File: config.mk
export PLATFORM = sky130hd
export DESIGN_NAME = mult32x32_arbiter_flat
export DESIGN_NICKNAME = d
export VERILOG_FILES = /design/src/rtl/mult32x32_arbiter_if.sv /design/src/rtl/mult32x32_arbiter.sv /design/src/flat_wrapper.sv
export SDC_FILE = /design/constraint.sdc
export NUM_CORES = 1
export LEC_CHECK = 0
export CAP_MARGIN = 5
export CORE_MARGIN = 2
export CORE_UTILIZATION = 25
export CTS_CLUSTER_SIZE = 16
export DETAILED_ROUTE_END_ITERATION = 8
export PLACE_DENSITY_LB_ADDON = 0.12
export SYNTH_ARGS = -nofsm -noshare
export SYNTH_HDL_FRONTEND = slang
export SYNTH_SLANG_ARGS = --single-unit
File: constraint.sdc
create_clock -name clk -period 1.6 [get_ports clk]
set_input_delay 0.32 -clock clk [delete_from_list [all_inputs] [get_ports clk]]
set_output_delay 0.32 -clock clk [all_outputs]
set_load 0.02 [all_outputs]
File: src/rtl/mult32x32_arbiter_if.sv
// mult32x32_arbiter_if: request/response channels of both clients plus the multiplier handshake
interface mult32x32_arbiter_if;
    logic        req0_valid, req0_ready, rsp0_valid, rsp0_ready;
    logic [31:0] req0_a, req0_b;
    logic [63:0] rsp0_product;
    logic        req1_valid, req1_ready, rsp1_valid, rsp1_ready;
    logic [31:0] req1_a, req1_b;
    logic [63:0] rsp1_product;
    logic        mult_start, mult_busy;
    logic [31:0] mult_a, mult_b;
    logic [63:0] mult_product;
    logic        timeout_err;

    modport slave (
        input  req0_valid, req0_a, req0_b, rsp0_ready,
        input  req1_valid, req1_a, req1_b, rsp1_ready,
        input  mult_busy, mult_product,
        output req0_ready, rsp0_valid, rsp0_product,
        output req1_ready, rsp1_valid, rsp1_product,
        output mult_start, mult_a, mult_b, timeout_err
    );

    modport master (
        output req0_valid, req0_a, req0_b, rsp0_ready,
        output req1_valid, req1_a, req1_b, rsp1_ready,
        output mult_busy, mult_product,
        input  req0_ready, rsp0_valid, rsp0_product,
        input  req1_ready, rsp1_valid, rsp1_product,
        input  mult_start, mult_a, mult_b, timeout_err
    );
endinterface

File: src/rtl/mult32x32_arbiter.sv
// mult32x32_arbiter: shares one multiplier between two clients, one op in flight (MULT_ARB_ZERO_BYPASS_EN skips it for zero operands)
module mult32x32_arbiter #(
    parameter bit          FIXED_PRIO   = 1'b0,
    parameter int unsigned WAIT_TIMEOUT = 15
) (
    input logic                clk,
    input logic                reset,
    mult32x32_arbiter_if.slave bus
);
    typedef enum logic [2:0] {IDLE, START, WAIT_HI, WAIT_LO, SETTLE, RESP} state_t;

    state_t      state_q, state_d;
    logic [31:0] a_q, a_d, b_q, b_d;
    logic [63:0] prod_q, prod_d;
    logic [7:0]  cnt_q, cnt_d;
    logic        id_q, id_d, last_q, last_d, err_q, err_d;
    logic        gnt, accept, zero, expired, rsp_ready;
    logic [31:0] sel_a, sel_b;

    // winner selection: a tie goes to the port that did not win last time, or always port 0 when fixed
    always_comb begin
        gnt       = (bus.req0_valid & bus.req1_valid) ? (FIXED_PRIO ? 1'b0 : ~last_q) : bus.req1_valid;
        accept    = (state_q == IDLE) & (bus.req0_valid | bus.req1_valid);
        sel_a     = gnt ? bus.req1_a : bus.req0_a;
        sel_b     = gnt ? bus.req1_b : bus.req0_b;
`ifdef MULT_ARB_ZERO_BYPASS_EN
        zero      = (sel_a == '0) | (sel_b == '0);
`else
        zero      = 1'b0;
`endif
        expired   = cnt_q == 8'(WAIT_TIMEOUT - 1);
        rsp_ready = id_q ? bus.rsp1_ready : bus.rsp0_ready;
    end

    // sequencing of one multiply: start pulse, busy rise/fall, product capture, response hold
    always_comb begin
        state_d = state_q;
        a_d     = a_q;
        b_d     = b_q;
        prod_d  = prod_q;
        id_d    = id_q;
        last_d  = last_q;
        err_d   = err_q;
        cnt_d   = (state_q == WAIT_HI || state_q == WAIT_LO) ? cnt_q + 8'd1 : '0;
        case (state_q)
            IDLE: if (accept) begin
                a_d     = sel_a;
                b_d     = sel_b;
                id_d    = gnt;
                last_d  = gnt;
                prod_d  = zero ? '0 : prod_q;
                state_d = zero ? RESP : START;
            end
            START: state_d = WAIT_HI;
            WAIT_HI: if (expired) begin
                prod_d  = '0;
                err_d   = 1'b1;
                state_d = RESP;
            end else if (bus.mult_busy) state_d = WAIT_LO;
            WAIT_LO: if (expired) begin
                prod_d  = '0;
                err_d   = 1'b1;
                state_d = RESP;
            end else if (!bus.mult_busy) state_d = SETTLE;
            SETTLE: begin
                prod_d  = bus.mult_product;
                state_d = RESP;
            end
            RESP: if (rsp_ready) state_d = IDLE;
            default: state_d = IDLE;
        endcase
    end

    // state and datapath registers; reset drops any op in flight
    always_ff @(posedge clk or negedge reset) begin
        if (!reset) begin
            state_q <= IDLE;
            a_q     <= '0;
            b_q     <= '0;
            prod_q  <= '0;
            cnt_q   <= '0;
            id_q    <= 1'b0;
            last_q  <= 1'b1;
            err_q   <= 1'b0;
        end else begin
            state_q <= state_d;
            a_q     <= a_d;
            b_q     <= b_d;
            prod_q  <= prod_d;
            cnt_q   <= cnt_d;
            id_q    <= id_d;
            last_q  <= last_d;
            err_q   <= err_d;
        end
    end

    assign bus.req0_ready   = accept & ~gnt;
    assign bus.req1_ready   = accept & gnt;
    assign bus.rsp0_valid   = (state_q == RESP) & ~id_q;
    assign bus.rsp1_valid   = (state_q == RESP) & id_q;
    assign bus.rsp0_product = id_q ? '0 : prod_q;
    assign bus.rsp1_product = id_q ? prod_q : '0;
    assign bus.mult_start   = state_q == START;
    assign bus.mult_a       = a_q;
    assign bus.mult_b       = b_q;
    assign bus.timeout_err  = err_q;
endmodule
File: src/flat_wrapper.sv
// flat-port wrapper written by rule: the top's interface ports become plain ports
module mult32x32_arbiter_flat 
#(
    parameter bit          FIXED_PRIO   = 1'b0,
    parameter int unsigned WAIT_TIMEOUT = 15
)
  (clk, reset, bus_req0_valid, bus_req0_a, bus_req0_b, bus_rsp0_ready, bus_req1_valid, bus_req1_a, bus_req1_b, bus_rsp1_ready, bus_mult_busy, bus_mult_product, bus_req0_ready, bus_rsp0_valid, bus_rsp0_product, bus_req1_ready, bus_rsp1_valid, bus_rsp1_product, bus_mult_start, bus_mult_a, bus_mult_b, bus_timeout_err);
  mult32x32_arbiter_if bus_i ();
  input logic clk;
  input logic reset;
  input wire logic [$bits(bus_i.req0_valid)-1:0] bus_req0_valid;
  input wire logic [$bits(bus_i.req0_a)-1:0] bus_req0_a;
  input wire logic [$bits(bus_i.req0_b)-1:0] bus_req0_b;
  input wire logic [$bits(bus_i.rsp0_ready)-1:0] bus_rsp0_ready;
  input wire logic [$bits(bus_i.req1_valid)-1:0] bus_req1_valid;
  input wire logic [$bits(bus_i.req1_a)-1:0] bus_req1_a;
  input wire logic [$bits(bus_i.req1_b)-1:0] bus_req1_b;
  input wire logic [$bits(bus_i.rsp1_ready)-1:0] bus_rsp1_ready;
  input wire logic [$bits(bus_i.mult_busy)-1:0] bus_mult_busy;
  input wire logic [$bits(bus_i.mult_product)-1:0] bus_mult_product;
  output wire logic [$bits(bus_i.req0_ready)-1:0] bus_req0_ready;
  output wire logic [$bits(bus_i.rsp0_valid)-1:0] bus_rsp0_valid;
  output wire logic [$bits(bus_i.rsp0_product)-1:0] bus_rsp0_product;
  output wire logic [$bits(bus_i.req1_ready)-1:0] bus_req1_ready;
  output wire logic [$bits(bus_i.rsp1_valid)-1:0] bus_rsp1_valid;
  output wire logic [$bits(bus_i.rsp1_product)-1:0] bus_rsp1_product;
  output wire logic [$bits(bus_i.mult_start)-1:0] bus_mult_start;
  output wire logic [$bits(bus_i.mult_a)-1:0] bus_mult_a;
  output wire logic [$bits(bus_i.mult_b)-1:0] bus_mult_b;
  output wire logic [$bits(bus_i.timeout_err)-1:0] bus_timeout_err;
  assign bus_i.req0_valid = bus_req0_valid;
  assign bus_i.req0_a = bus_req0_a;
  assign bus_i.req0_b = bus_req0_b;
  assign bus_i.rsp0_ready = bus_rsp0_ready;
  assign bus_i.req1_valid = bus_req1_valid;
  assign bus_i.req1_a = bus_req1_a;
  assign bus_i.req1_b = bus_req1_b;
  assign bus_i.rsp1_ready = bus_rsp1_ready;
  assign bus_i.mult_busy = bus_mult_busy;
  assign bus_i.mult_product = bus_mult_product;
  assign bus_req0_ready = bus_i.req0_ready;
  assign bus_rsp0_valid = bus_i.rsp0_valid;
  assign bus_rsp0_product = bus_i.rsp0_product;
  assign bus_req1_ready = bus_i.req1_ready;
  assign bus_rsp1_valid = bus_i.rsp1_valid;
  assign bus_rsp1_product = bus_i.rsp1_product;
  assign bus_mult_start = bus_i.mult_start;
  assign bus_mult_a = bus_i.mult_a;
  assign bus_mult_b = bus_i.mult_b;
  assign bus_timeout_err = bus_i.timeout_err;
  mult32x32_arbiter #(.FIXED_PRIO(FIXED_PRIO), .WAIT_TIMEOUT(WAIT_TIMEOUT)) u_core (.clk(clk), .reset(reset), .bus(bus_i));
endmodule
== After elaboration in Yosys (flattened, before gate mapping) ==
Index checks and enable logic that the tools add are counted.
Storage, ports and cells
  flip-flop bits (word level): 142
  input port bits: 199
  word-level logic and storage cells: 54
Cells by class
  multiplexer cells: 16
  add/subtract/negate cells: 1
  eq/ne operators: 11
  reductions and logical operators: 8
  bitwise operators: 10
Operator list (count)
  64-bit 2-to-1 mux: 3
  64-bit case mux with 2 select lines: 1
  32-bit 2-to-1 mux: 2
  3-bit 2-to-1 mux: 6
  3-bit case mux with 6 select lines: 1
  8-bit by 1-bit adder with 8-bit output (second input constant): 1
  8-bit by 4-bit == test with 1-bit output (second input constant): 1
  8-bit 2-to-1 mux: 1
  1-bit AND: 6
  3-bit by 2-bit == test with 1-bit output (second input constant): 2
  3-bit == test (second input constant): 2
  2-bit by 1-bit inequality test with 1-bit output (second input constant): 3
  3-bit by 2-bit inequality test with 1-bit output (second input constant): 2
  2-bit AND reduction: 3
  4-bit AND reduction: 1
  3-bit by 1-bit == test with 1-bit output (second input constant): 1
  3-bit logical NOT: 1
  1-bit NOT: 3
  1-bit 2-to-1 mux: 2
  2-bit nonzero test: 1
  2-bit OR reduction: 1
  1-bit logical OR: 1
  1-bit OR: 1

== Depth between registers and ports, before layout ==
  word-level depth: 4
  depth in mapped cells: 7

== Least setup slack after synthesis ==
OpenSTA, ideal clock, no wires.
  path type: register to register
  start point: register u_core.cnt_q[0]
  end point: register u_core.prod_q[0]
  data arrival time: 1.449 ns
  slack: 0.028 ns
  data required time: 1.477 ns
  stages on the path, launching flop included: 8
  library setup time: 0.123 ns
  cells stage by stage: dfrtp_1 inv_1 ha_1 nor3b_1 and3_1 buf_2 buf_2 o21ai_1
On the way
  cells in the longest elaborated chain, start to end: 3
Ends and longest elaborated chain
  from (decl): line mult32x32_arbiter.sv:15  | logic [7:0] cnt_q, cnt_d;
  from (signal assigned): line mult32x32_arbiter.sv:90  | cnt_q <= cnt_d;
  8-bit by 4-bit == test with 1-bit output: line mult32x32_arbiter.sv:31  | expired = cnt_q == 8'(WAIT_TIMEOUT - 1);
  2-bit by 1-bit inequality test with 1-bit output (no source line)
  2-bit AND reduction (no source line)
  to (signal assigned): line mult32x32_arbiter.sv:89  | prod_q <= prod_d;
  to (decl): line mult32x32_arbiter.sv:14  | logic [63:0] prod_q, prod_d;
Every way passes these cells.
A chain may end at the register's enable or synchronous reset.

== Worst setup path in the final report ==
  start point: register u_core.id_q
  end point: output port bus_rsp1_product[31]
On the way
  cells in the longest elaborated chain, start to end: 1
Ends and longest elaborated chain
  from (decl): line mult32x32_arbiter.sv:16  | logic id_q, id_d, last_q, last_d, err_q, err_d;
  from (signal assigned): line mult32x32_arbiter.sv:91  | id_q <= id_d;
  64-bit 2-to-1 mux: line mult32x32_arbiter.sv:102  | assign bus.rsp1_product = id_q ? prod_q : '0;
  to (decl): line flat_wrapper.sv:26  | output wire logic [$bits(bus_i.rsp1_product)-1:0] bus_rsp1_product;
Every way passes these cells.

==> flow_summary.yaml <==
synth:
  synth_flop_cell: "dfrtp_1"
  synthCells: 714
  synth_warnings: 0
  synth-edff-count: 0
  ys_types: 36
  synth_top_cell_by_area: "dfrtp_1"
  async_flop_share: 1.00
  ys_ff_latch: 142
  yosys.area.top_type_share: 0.506
  synthTopCellsByArea: "dfrtp_1, a221o_1, nand2_1"
  synth_nets: 915
  synth.avg_cell_area_um2: 9.76
  netlist_area_um2: 6970
  ys_seq_area_frac: 0.510
setup_path:
  critPathKind: "flop to primary output"
  cp_cell_sequence: "buf_12 -> clkbuf_16 -> and2_1 -> buf_2"
  cp_data_required_time_ns: 1.28
  path_max_fanout: 9
  cp_slowest_cell: "dfrtp_4"
  start_kind: "flop"
  worst-endpoint-arrival_ns: 1.59
  cp-end-kind: "primary output"
  crit_buf_inv: 3
  crit_family: "flip-flops"
  cpPeakStageDelay_ns: 0.52
global_routing:
  grt_pass1_wl_um: 39200
  grt_overflow: 0
  grt_usage: 0.176
  grt_pass1_vias: 6655
  grt_max_degree: 65
  grt_antenna_before_repair: 2
placed_design:
  place.port_buffers: 396
  hpwl_um: 19000
  dp_cells: 1467
  gp_congestion: 0.756
  pre_cts_ws_ns: -0.485
outcome:
  violations: "negative setup slack"
  status: "complete, but fails checks"
route:
  ant_nets: 0
  wirelength_um: 29800
  drtIter0Drc: 300
  via_count: 7064
  dr.pass1.iters: 4
  vias_per_cell: 4.60
  drc: 0
  wl_per_cell_um: 19.4
sta:
  rsz0062_at_grt: "yes"
  min_period_ns: 1.91
  slew_viol_final: 0
  timing.fmax_mhz: 525
  slew_headroom: 0.670
  tns_ns: -39.57
  finalSetupViolations: 252
  post-route-period-util: 1.19
  finalClockSkew_ns: 0.0134
  worst_pin_slew_ns: 0.495
  fin_ws_ns: -0.305
  hold_violations: 0
floorplanning:
  initial_core_util: 0.252
  num_rows: 61
  num_io_pins: 397
  coreArea_um2: 27600
  fp.dieH_um: 171
  dieArea_um2: 29200
  die_w_um: 171
clock_network:
  ctsLongestPathBuffers: 2
  clock-sinks: 142
  h-tree-depth: 4
  path_clk_slew_ns: 0.06
  clock_latency_ns: 0.42
  cts_tree: "built"
  tritoncts.num_buffers: 17
  cts_root_buf: "clkbuf_16"
finish:
  layout_common_cells: "clkdlybuf4s50_1, dfrtp_1, nand2_1, buf_4, a221o_1"
  layout_commonest_cell: "clkdlybuf4s50_1"
  nFillCells: 2670
  num-nets-final: 1344
  final_cells: 1535
  synthToLayoutAreaGrowth_pct: 91.8
  final_core_util: 0.484
  drive_above_1_share: 0.333
power_and_ir_drop:
  intPower_mw: 16.4
  max-vdd-ir-drop_uv: 797
  clockPowerShare: 0.149
  p_leak_nw: 6.43
  seqPwrFrac: 0.245
  powerDensity_nw_per_um2: 2070
  power.net_switching_mw: 11.3
  power.combinational.fraction: 0.606
  p_sw_frac: 0.409
hold_path:
  hp-class: "primary input to async pin"
run:
  max_cap_viol_count: 0
## final cells by class
type                       count  area, µm²  area share
timing repair buffer         475       4990       0.373
multi-input combinational    505       3740       0.280
sequential                   142       3560       0.266
tap                          378        473      0.0354
clock buffer                  19        433      0.0324
clock inverter                12        160      0.0120
inverter                       2       7.51    0.000562
antenna                        2       5.00    0.000374
## power groups by stage
stage	Combinational [mW]	Sequential (mW)	Clock, mW
after floorplan	6.78	7.10	0
after global placement	14.3	6.55	0
after detailed placement	14.3	6.55	0
after CTS	13.4	6.51	4.22
after global routing	17.9	7.03	4.38
final	16.8	6.79	4.11
## cell families after synthesis
| logic type | share of synthesized area |
|---|---|
| compound gates | 0.219 |
| xor+xnor | 0.00377 |
| fa+ha+maj | 0.00359 |
| buf+inv | 0.0485 |
| flops | 0.510 |
| mux | 0.00144 |
| simple gates | 0.214 |
## stage by stage
stage | instance area, µm² | hold WS [ns] | total power [mW]
5_1_grt | 13400 | 0.427 | 29.3
4_1_cts | 11700 | 0.418 | 24.1
3_5_place_dp | 11600 | 0.296 | 20.9
3_3_place_gp | 11600 | 0.294 | 20.8
6_report | 13400 | 0.414 | 27.7
2_1_floorplan | 6970 | 0.0244 | 13.9
## layer usage
layer	track usage	wire [µm]	vias to the layer above
li1	-	-	3350
met4	0.0457	369	0
met3	0.0710	2730	20
met2	0.291	14600	289
met1	0.212	12100	3405
met5	0	0	-
## timing repair
action / in CTS / in global routing
gates cloned: 0 / 23
hold endpoints to repair: 33 / 0
hold buffers: 1 / 0
resized for setup: 604 / 364
setup buffers: 7 / 6
setup endpoints to repair: 267 / 309
pin swaps: 2 / 39
## state kept, by name, summed over array words and instances (netlist names)
signal / count
u_core.prod_q: 64
u_core.bus.mult_a: 32
u_core.bus.mult_b: 32
u_core.cnt_q: 8
u_core.state_q: 3
u_core.bus.timeout_err: 1
u_core.id_q: 1
u_core.last_q: 1
## worst paths after layout
kind / from / to / slack [ns] / cells after the start
min: reset / u_core.prod_q[50]$_DFFE_PN0P_ / 0.41 / 2
min in group clk: bus_mult_product[52] / u_core.prod_q[52]$_DFFE_PN0P_ / 0.44 / 3
max: u_core.id_q$_DFFE_PN0P_ / bus_rsp1_product[31] / -0.31 / 4
min reg2reg: u_core.bus.timeout_err$_DFFE_PN0P_ / u_core.bus.timeout_err$_DFFE_PN0P_ / 0.47 / 1
max reg2reg: u_core.state_q[2]$_DFFE_PN0P_ / u_core.bus.mult_b[21]$_DFFE_PN0P_ / -0.15 / 5
max in group asynchronous: reset / u_core.bus.mult_b[19]$_DFFE_PN0P_ / 0.64 / 3
## synth_stat cells (4+ instances only)
master and n:
o21ai_0 9, a221o_1 64, nor2b_1 66, a21boi_0 56, o21ai_1 60, a21oi_1 4
buf_1 10, and2_1 64, and3_1 4, nand3_1 4, buf_6 8, a21boi_1 8
clkbuf_1 26, buf_2 20, nand2_1 134, dfrtp_1 141, nor2_1 7
Note: power is estimated with default switching activity, not from simulation.
